**config.mk**
```make
export PLATFORM = sky130hd
export DESIGN_NAME = heat_stencil_engine
export DESIGN_NICKNAME = d
export VERILOG_FILES = /design/src/rtl/heat_stencil_engine.sv
export SDC_FILE = /design/constraint.sdc
export NUM_CORES = 1
export LEC_CHECK = 0
export ABC_AREA = 1
export BUFFER_PORTS_ARGS = -buffer_cell sky130_fd_sc_hd__buf_4
export CELL_PAD_IN_SITES_DETAIL_PLACEMENT = 1
export CELL_PAD_IN_SITES_GLOBAL_PLACEMENT = 1
export CORE_ASPECT_RATIO = 0.5
export CORE_MARGIN = 2
export CORE_UTILIZATION = 46
export DETAILED_ROUTE_END_ITERATION = 7
export PLACE_DENSITY_LB_ADDON = 0.1
export RECOVER_POWER = 100
export SLEW_MARGIN = 20
export SYNTH_ARGS = -nofsm -noshare
export SYNTH_HDL_FRONTEND = slang
export SYNTH_SLANG_ARGS = --single-unit
```
**constraint.sdc**
```tcl
create_clock -name clk -period 12.3 [get_ports clk]
set_clock_uncertainty 0.1 [all_clocks]
set_input_delay 2.46 -clock clk [delete_from_list [all_inputs] [get_ports clk]]
set_output_delay 2.46 -clock clk [all_outputs]
set_load 0.01 [all_outputs]
```
**src/rtl/heat_stencil_engine.sv**
```systemverilog
// heat_stencil_engine
//
// Compute core of the 2^GRID_LOG2 x 2^GRID_LOG2 heat-diffusion solver.
// Each sweep visits every cell in raster order, reads the neighbourhood from
// the source bank (disp_bank) and writes the updated temperature into the
// other bank:
//     T' = T + floor(alpha * (N + S + E + W - 4T) / 256), clamped to 0..255
// Edge cells either take boundary_temp (Dirichlet) or keep their value
// (Neumann / insulated). After the final cell the banks swap roles, so
// disp_bank always names the newest complete grid.
//
// Ports
//   clk, rst        clock, synchronous active-high reset
//   run             1 = sweep, 0 = pause at the next cell boundary
//   alpha           diffusion coefficient, units of 1/256
//   boundary_temp   Dirichlet edge temperature
//   boundary_type   00 Dirichlet, 01 Neumann, 10/11 treated as Dirichlet
//   mem_addr        RAM address {bank, y, x}
//   mem_rd_en       read strobe; mem_rdata valid the following cycle
//   mem_rdata       RAM read data
//   mem_wr_en       write strobe
//   mem_wdata       RAM write data
//   disp_bank       bank holding the latest complete grid
//   busy            high while a cell is being processed
//   sweep_done      one-cycle pulse after each completed sweep
//   sweep_count     number of completed sweeps (wraps)

module heat_stencil_engine #(
    parameter int GRID_LOG2 = 5,
    parameter int AW        = 2*GRID_LOG2+1
) (
    input  logic          clk,
    input  logic          rst,
    input  logic          run,
    input  logic [7:0]    alpha,
    input  logic [7:0]    boundary_temp,
    input  logic [1:0]    boundary_type,
    output logic [AW-1:0] mem_addr,
    output logic          mem_rd_en,
    input  logic [7:0]    mem_rdata,
    output logic          mem_wr_en,
    output logic [7:0]    mem_wdata,
    output logic          disp_bank,
    output logic          busy,
    output logic          sweep_done,
    output logic [15:0]   sweep_count
);

    localparam int G = GRID_LOG2;
    localparam logic [G-1:0] XMAX = '1;
    localparam logic [G-1:0] ONE  = G'(1);

    localparam logic [2:0] S_IDLE = 3'd0;
    localparam logic [2:0] S_RD_C = 3'd1;
    localparam logic [2:0] S_RD_N = 3'd2;
    localparam logic [2:0] S_RD_S = 3'd3;
    localparam logic [2:0] S_RD_W = 3'd4;
    localparam logic [2:0] S_RD_E = 3'd5;
    localparam logic [2:0] S_CALC = 3'd6;
    localparam logic [2:0] S_WR   = 3'd7;

    logic [2:0]   state_q, state_d;
    logic [G-1:0] x_q, x_d;
    logic [G-1:0] y_q, y_d;
    logic         disp_q, disp_d;
    logic [15:0]  cnt_q, cnt_d;
    logic         done_q, done_d;

    // Shadow copies of the configuration, held for a whole sweep
    logic [7:0]   alpha_q, alpha_d;
    logic [7:0]   btemp_q, btemp_d;
    logic         neu_q, neu_d;

    // Captured neighbourhood and registered result
    logic [7:0]   c_q, c_d;
    logic [7:0]   n_q, n_d;
    logic [7:0]   s_q, s_d;
    logic [7:0]   w_q, w_d;
    logic [7:0]   res_q, res_d;

    logic         live_neu;
    logic         cur_edge;
    logic         last_cell;

    // Datapath
    logic [9:0]          nb_sum;
    logic [9:0]          c_x4;
    logic signed [10:0]  lap;
    logic signed [18:0]  prod;
    logic signed [10:0]  delta;
    logic signed [11:0]  sum_new;
    logic [7:0]          res_calc;

    // Dirichlet edges skip straight to the write; everything else starts
    // with the centre read.
    function automatic logic [2:0] first_state(input logic [G-1:0] fx,
                                               input logic [G-1:0] fy,
                                               input logic         neu);
        logic edge_cell;
        edge_cell = (fx == '0) || (fx == XMAX) || (fy == '0) || (fy == XMAX);
        return (edge_cell && !neu) ? S_WR : S_RD_C;
    endfunction

    assign live_neu  = (boundary_type == 2'b01);
    assign cur_edge  = (x_q == '0) || (x_q == XMAX) || (y_q == '0) || (y_q == XMAX);
    assign last_cell = (x_q == XMAX) && (y_q == XMAX);

    // The east neighbour is consumed straight off mem_rdata in CALC.
    always_comb begin
        nb_sum  = {2'b00, n_q} + {2'b00, s_q} + {2'b00, w_q} + {2'b00, mem_rdata};
        c_x4    = {c_q, 2'b00};
        lap     = $signed({1'b0, nb_sum}) - $signed({1'b0, c_x4});
        prod    = 19'($signed({1'b0, alpha_q})) * 19'(lap);
        delta   = 11'(prod >>> 8);
        sum_new = $signed({4'b0000, c_q}) + $signed({delta[10], delta});
        if (sum_new[11]) begin
            res_calc = 8'd0;
        end else if (sum_new[10:8] != 3'b000) begin
            res_calc = 8'd255;
        end else begin
            res_calc = sum_new[7:0];
        end
    end

    always_comb begin
        state_d = state_q;
        x_d     = x_q;
        y_d     = y_q;
        disp_d  = disp_q;
        cnt_d   = cnt_q;
        done_d  = 1'b0;
        alpha_d = alpha_q;
        btemp_d = btemp_q;
        neu_d   = neu_q;
        c_d     = c_q;
        n_d     = n_q;
        s_d     = s_q;
        w_d     = w_q;
        res_d   = res_q;

        case (state_q)
            S_IDLE: begin
                if (run) begin
                    // Resuming at (0,0) means a fresh sweep: latch new config
                    if ((x_q == '0) && (y_q == '0)) begin
                        alpha_d = alpha;
                        btemp_d = boundary_temp;
                        neu_d   = live_neu;
                        state_d = first_state(x_q, y_q, live_neu);
                    end else begin
                        state_d = first_state(x_q, y_q, neu_q);
                    end
                end
            end
            S_RD_C: begin
                // Only Neumann edges reach RD_C as edges; they copy C in WR
                state_d = cur_edge ? S_WR : S_RD_N;
            end
            S_RD_N: begin
                c_d     = mem_rdata;
                state_d = S_RD_S;
            end
            S_RD_S: begin
                n_d     = mem_rdata;
                state_d = S_RD_W;
            end
            S_RD_W: begin
                s_d     = mem_rdata;
                state_d = S_RD_E;
            end
            S_RD_E: begin
                w_d     = mem_rdata;
                state_d = S_CALC;
            end
            S_CALC: begin
                res_d   = res_calc;
                state_d = S_WR;
            end
            S_WR: begin
                x_d = x_q + ONE;
                if (x_q == XMAX) begin
                    y_d = y_q + ONE;
                end
                if (last_cell) begin
                    disp_d = ~disp_q;
                    cnt_d  = cnt_q + 16'd1;
                    done_d = 1'b1;
                end
                if (!run) begin
                    state_d = S_IDLE;
                end else if (last_cell) begin
                    alpha_d = alpha;
                    btemp_d = boundary_temp;
                    neu_d   = live_neu;
                    state_d = first_state(x_d, y_d, live_neu);
                end else begin
                    state_d = first_state(x_d, y_d, neu_q);
                end
            end
            default: begin
                state_d = S_IDLE;
            end
        endcase
    end

    always_ff @(posedge clk) begin
        if (rst) begin
            state_q <= S_IDLE;
            x_q     <= '0;
            y_q     <= '0;
            disp_q  <= 1'b0;
            cnt_q   <= '0;
            done_q  <= 1'b0;
            alpha_q <= '0;
            btemp_q <= '0;
            neu_q   <= 1'b0;
            c_q     <= '0;
            n_q     <= '0;
            s_q     <= '0;
            w_q     <= '0;
            res_q   <= '0;
        end else begin
            state_q <= state_d;
            x_q     <= x_d;
            y_q     <= y_d;
            disp_q  <= disp_d;
            cnt_q   <= cnt_d;
            done_q  <= done_d;
            alpha_q <= alpha_d;
            btemp_q <= btemp_d;
            neu_q   <= neu_d;
            c_q     <= c_d;
            n_q     <= n_d;
            s_q     <= s_d;
            w_q     <= w_d;
            res_q   <= res_d;
        end
    end

    // Memory interface decoded from the state; reads and writes are in
    // disjoint states so the strobes can never overlap.
    always_comb begin
        mem_addr  = '0;
        mem_rd_en = 1'b0;
        mem_wr_en = 1'b0;
        mem_wdata = '0;
        case (state_q)
            S_RD_C: begin
                mem_rd_en = 1'b1;
                mem_addr  = {disp_q, y_q, x_q};
            end
            S_RD_N: begin
                mem_rd_en = 1'b1;
                mem_addr  = {disp_q, y_q - ONE, x_q};
            end
            S_RD_S: begin
                mem_rd_en = 1'b1;
                mem_addr  = {disp_q, y_q + ONE, x_q};
            end
            S_RD_W: begin
                mem_rd_en = 1'b1;
                mem_addr  = {disp_q, y_q, x_q - ONE};
            end
            S_RD_E: begin
                mem_rd_en = 1'b1;
                mem_addr  = {disp_q, y_q, x_q + ONE};
            end
            S_WR: begin
                mem_wr_en = 1'b1;
                mem_addr  = {~disp_q, y_q, x_q};
                if (!cur_edge) begin
                    mem_wdata = res_q;
                end else if (neu_q) begin
                    mem_wdata = mem_rdata;
                end else begin
                    mem_wdata = btemp_q;
                end
            end
            default: begin
                mem_addr = '0;
            end
        endcase
    end

    assign disp_bank   = disp_q;
    assign busy        = (state_q != S_IDLE);
    assign sweep_done  = done_q;
    assign sweep_count = cnt_q;

endmodule

```
Yosys cells after proc, flatten, opt, wreduce, memory -nomap -nowiden
Index checks and enable logic that the tools add are counted.

Input port bits: 29. Register bits: 88. Output and inout port bits: 40. Word-level logic and storage cells: 105.

$add $sub $neg: 10. Equal/unequal tests: 16. Multiplexer cells: 36. Reductions and logical operators: 26. Bitwise gates (word level): 2. $mul: 1.

Operators with widths (number): $mux 8 (13); $pmux 11 s6 (1); $pmux 8 s2 (2); $mux 3 (9); $pmux 3 s8 (1); $eq 5x5->1 const B (4); $logic_not 5->1 (4); $mul 9x11->19 (1); $add 16x1->16 const B (1); $add 9x11->12 (1); $eq 3x3->1 const B (4); $sub 10x10->11 (1); $add 10x8->10 (1); $add 5x1->5 const B (2); $add 9x8->10 (1); $mux 5 (2); $sub 5x1->5 const B (2); $add 8x8->9 (1); $ne 2x2->1 const B (4); $mux 1 (7); $eq 3x2->1 const B (2); $logic_and 1x1->1 (6); $logic_or 1x1->1 (6); $reduce_bool 3->1 (2); 11 further kinds (13).

Logic depth before layout (Yosys ltp)
Depth in word-level cells: 11. Depth in mapped cells: 47.

Worst setup path after synthesis
No wires, ideal clock.

Kind: input to register. From: in mem_rdata[2]. To: reg res_q[0]. Data arrival time: 9921 ps. Data required time: 12060 ps. Path slack: 2138 ps. Stages: 41. Path through: fa_1 fa_1 inv_1 fa_1 inv_1 fa_1 nand3_1 nand2_1 a21oi_1 o21ai_0 nand2_1 nand2_1 a21oi_1 or2_2 nand2_1 inv_1 nand2_1 fa_1 [... 5 more ...] inv_1 ha_1 a21oi_1 o21ai_0 o21bai_1 a21oi_1 xor2_1 ha_1 a21oi_1 o21ai_0 a21o_1 nand3b_1 nand2_1 inv_2 nor2_4 nand3_1 nand2_1 a21oi_2.

Longest elaborated chain between the ends: 7.

RTL lines: from (decl) (line 40) `input logic [7:0] mem_rdata,`; $add 10x8->10 * (line 110) `nb_sum = {2'b00, n_q} + {2'b00, s_q} + {2'b00, w_q} + {2'b00, mem_rdata};`; $sub 10x10->11 * (line 112) `lap = $signed({1'b0, nb_sum}) - $signed({1'b0, c_x4});`; $mul 9x11->19 * (line 113) `prod = 19'($signed({1'b0, alpha_q})) * 19'(lap);`; $add 9x11->12 * (line 115) `sum_new = $signed({4'b0000, c_q}) + $signed({delta[10], delta});`; $reduce_bool 3->1 (line 118) `end else if (sum_new[10:8] != 3'b000) begin`; $mux 8 (line 118); $mux 8 * (line 116) `if (sum_new[11]) begin`; to (signal assigned) (line 236) `res_q <= res_d;`; to (decl) (line 79) `logic [7:0] res_q, res_d;`.

Every way passes the cells marked *; elsewhere a longest branch is shown, timed or not. A chain may end at the register's enable or synchronous reset.

Worst setup path in the final report
From: in mem_rdata[4]. To: reg res_q[3].

The elaborated chain is that of the path after synthesis.

==> reports/metrics.csv <==
stage,metric,value,unit
timing,timing.fmax,0.0892,GHz
setup_path,cp_data_arrival_time,11.28,ns
setup_path,path_class,input port to flop,
outcome,violations,"max-capacitance violations, max-slew violations",
layout,multi_input_area,0.00596,mm^2
timing,tightest_slew,1.54,ns
timing,setup_tns,0,ns
logic_synthesis,async_flop_share,0,
setup_path,critical_path_required,12.37,ns
die,core,0.0186,mm^2
timing,hold_viol,0,
timing,post-route-period-util,0.911,
setup_path,worst_setup_path_start_kind,input port,
global_route,grt_antenna_before_repair,0,
logic_synthesis,synth_flop_cell,dfxtp_1,
global_route,grtUsageTotal,0.268,
global_route,grt_pass1_wl,42500,um
clock_network,cts_hold_buffers,0,
logic_synthesis,ys_warn_count,0,
hold_path,holdPathStages,2,
outcome,outcome,"complete, but fails checks",
die,die_area,0.0203,mm^2
global_route,grt_max_degree,40,
setup_path,end_kind,flop,
die,rows,35,
timing,slew_viol_final,40,
clock_network,htree_levels,3,
setup_path,ff2ff_setup_slack,2.97,ns
hold_path,holdCritStartpoint,sweep_count[15]$_SDFFE_PP0P_,
layout,ff_latch_area,0.00176,mm^2
logic_synthesis,synth-seq-cells,88,
clock_network,cts_setup_buffers,0,
clock_network,cts_tree,done,
layout,antennaDiodeCount,0,
global_route,grt_pass1_vias,8314,
die,die_w,200,um
layout,final_layout_size_suffix_gt1_frac,0.0783,
detailed_routing,via_count,7763,
logic_synthesis,synth-edff-count,0,
placement,hpwl,20500,um
placement,gp_congestion,0.893,
detailed_routing,viasPerCell,5.14,
logic_synthesis,syn_area_per_cell,7.33,um^2
layout,fin_nets,1432,
clock_network,clk_path_buf_depth,2,
setup_path,max_stage_delay,0.60,ns
detailed_routing,dr.pass1.iters,4,
logic_synthesis,synth_cell_types,50,
logic_synthesis,ys_seq_area_frac,0.200,
logic_synthesis,syn_inst,1200,
timing,period_minus_slack,11.21,ns
layout,fill_cells,2458,
clock_network,clock_latency,0.35,ns
logic_synthesis,synth_fp_nets,1385,
timing,setup_viol,0,
die,die-height,102,um
detailed_routing,antenna_left,0,
global_route,grt_remaining_overflow,0,
setup_path,crit_path_max_fanout,8,
timing,rsz0062_at_grt,no,
clock_network,numCtsBuffers,9,
placement,place.port_buffers,68,
detailed_routing,wl,25400,um
timing,slew_headroom,-0.0292,
setup_path,cpMostUsedCell,fa_1,
detailed_routing,drc,0,
clock_network,clock_sinks,88,
logic_synthesis,syn_area,0.00879,mm^2
clock_network,postCtsResizedCells,0,
die,boundaryPins,69,
detailed_routing,drtIter0Drc,239,
hold_path,hold_end,sweep_count[15]$_SDFFE_PP0P_,
setup_path,rr_worst_depth,37,
setup_path,timing.rr.start,c_q[1]$_SDFFE_PP0P_,
die,initial_core_util,0.474,
layout,area_growth,9.69,%
setup_path,cp_slowest_cell,xor2_1,
setup_path,reg2reg_to,res_q[3]$_SDFFE_PP0P_,
setup_path,crit_family,adder cells,
clock_network,cts.clk_slew.worst_paths,0.08,ns
hold_path,hold_path_class,flop to flop,
flow_run,drv_cap,1,
clock_network,cts_root_buf,clkbuf_16,
setup_path,critPathBufInv,7,
detailed_routing,wire_per_inst,16.8,um
[tightest hold or removal path, stage by stage, from the launching register on]
cell and delay, ns:
dfxtp_1 0.31, inv_1 0.06, a21oi_1 0.05
[logic make-up (layout without fill, tap and decap cells)]
group | Yosys count | after routing | share of synthesized area
AO/OA/AOI/OAI | 220 | 220 | 0.138
XOR/XNOR | 26 | 26 | 0.0259
adder cells (fa/ha/maj) | 156 | 156 | 0.300
buffers and inverters | 275 | 327 | 0.119
flip-flops | 88 | 88 | 0.200
AND/OR/NAND/NOR | 435 | 435 | 0.217
[through the flow]
stage	cell area (um^2)	hold WS, ns	util	std cells	worst slack [ns]
floorplan	8790	0.354	-	1200	2.14
global placement	9500	0.356	0.512	1495	1.23
detailed placement	9500	0.365	0.512	1495	1.03
CTS	9820	0.379	0.529	1511	1.38
global route	9650	0.394	0.519	1511	0.375
finish	9650	0.370	0.519	1511	1.09
[per-layer routing]
metal  track usage  up-vias  routed length (um)  part of all wire
met2         0.468       97               12100              0.48
met5             0        -                   0                 0
met3        0.0406       18                1010             0.040
li1              -     3838                   -                 -
met4        0.0490        0                 267             0.011
met1         0.358     3810               12000              0.47
[Yosys cell counts (4+ instances only)]
cell type	count	area share
a21oi_1	80	0.046
a21oi_2	8	0.0080
a31oi_1	13	0.0092
buf_2	4	0.0023
clkbuf_1	28	0.012
dfxtp_1	88	0.20
fa_1	91	0.21
ha_1	65	0.092
inv_1	229	0.098
inv_2	8	0.0034
nand2_1	202	0.086
nand2_2	12	0.0085
nand3_1	37	0.021
nand3_2	4	0.0046
nand4_1	6	0.0043
nor2_1	130	0.055
nor2_2	4	0.0028
nor2_4	4	0.0051
nor3_1	10	0.0057
nor3_2	5	0.0057
o21ai_0	93	0.053
o21ai_1	6	0.0034
o221ai_1	5	0.0050
or2_2	8	0.0057
xnor2_1	8	0.0080
xor2_1	18	0.018
[cell type report]
| class | instances | area share |
|---|---|---|
| clock buffer | 10 | 0.0248 |
| clock inverter | 6 | 0.00765 |
| inverter | 240 | 0.0934 |
| multi-input combinational | 837 | 0.618 |
| sequential | 88 | 0.183 |
| tap | 259 | 0.0336 |
| timing repair buffer | 71 | 0.0401 |
[worst max path at each step]
stage / from / to / cells past startpoint
3_5_place_dp: mem_rdata[3] / res_q[1]$_SDFFE_PP0P_ / 37
5_1_grt: mem_rdata[4] / res_q[3]$_SDFFE_PP0P_ / 39
2_1_floorplan: mem_rdata[2] / res_q[0]$_SDFFE_PP0P_ / 41
4_1_cts: mem_rdata[4] / res_q[1]$_SDFFE_PP0P_ / 37
3_3_place_gp: mem_rdata[3] / res_q[0]$_SDFFE_PP0P_ / 37
6_report: mem_rdata[4] / res_q[3]$_SDFFE_PP0P_ / 37
[state kept, by name (all words and copies together) (netlist names)]
register and cells:
alpha_q 8, state_q 3, neu_q 1, sweep_done 1
btemp_q 8, n_q 8, y_q 5, w_q 8
sweep_count 16, c_q 8, s_q 8, disp_bank 1
res_q 8, x_q 5
[placed cells by master, fill, tap and decap left out, types with 9 or more instances in the layout]
cell type	count
nor2_1	131
a31oi_1	13
dfxtp_1	88
xor2_1	18
nor3_1	10
o21ai_0	97
inv_1	230
nand2_1	203
buf_4	32
a21oi_1	85
clkbuf_1	39
nand2_2	11
ha_1	65
nand3_1	37
fa_1	91
clkbuf_16	9
Power is left out: the tool's default activity adds up to more than one toggle a clock period on the data nets, which glitch-free logic cannot reach.
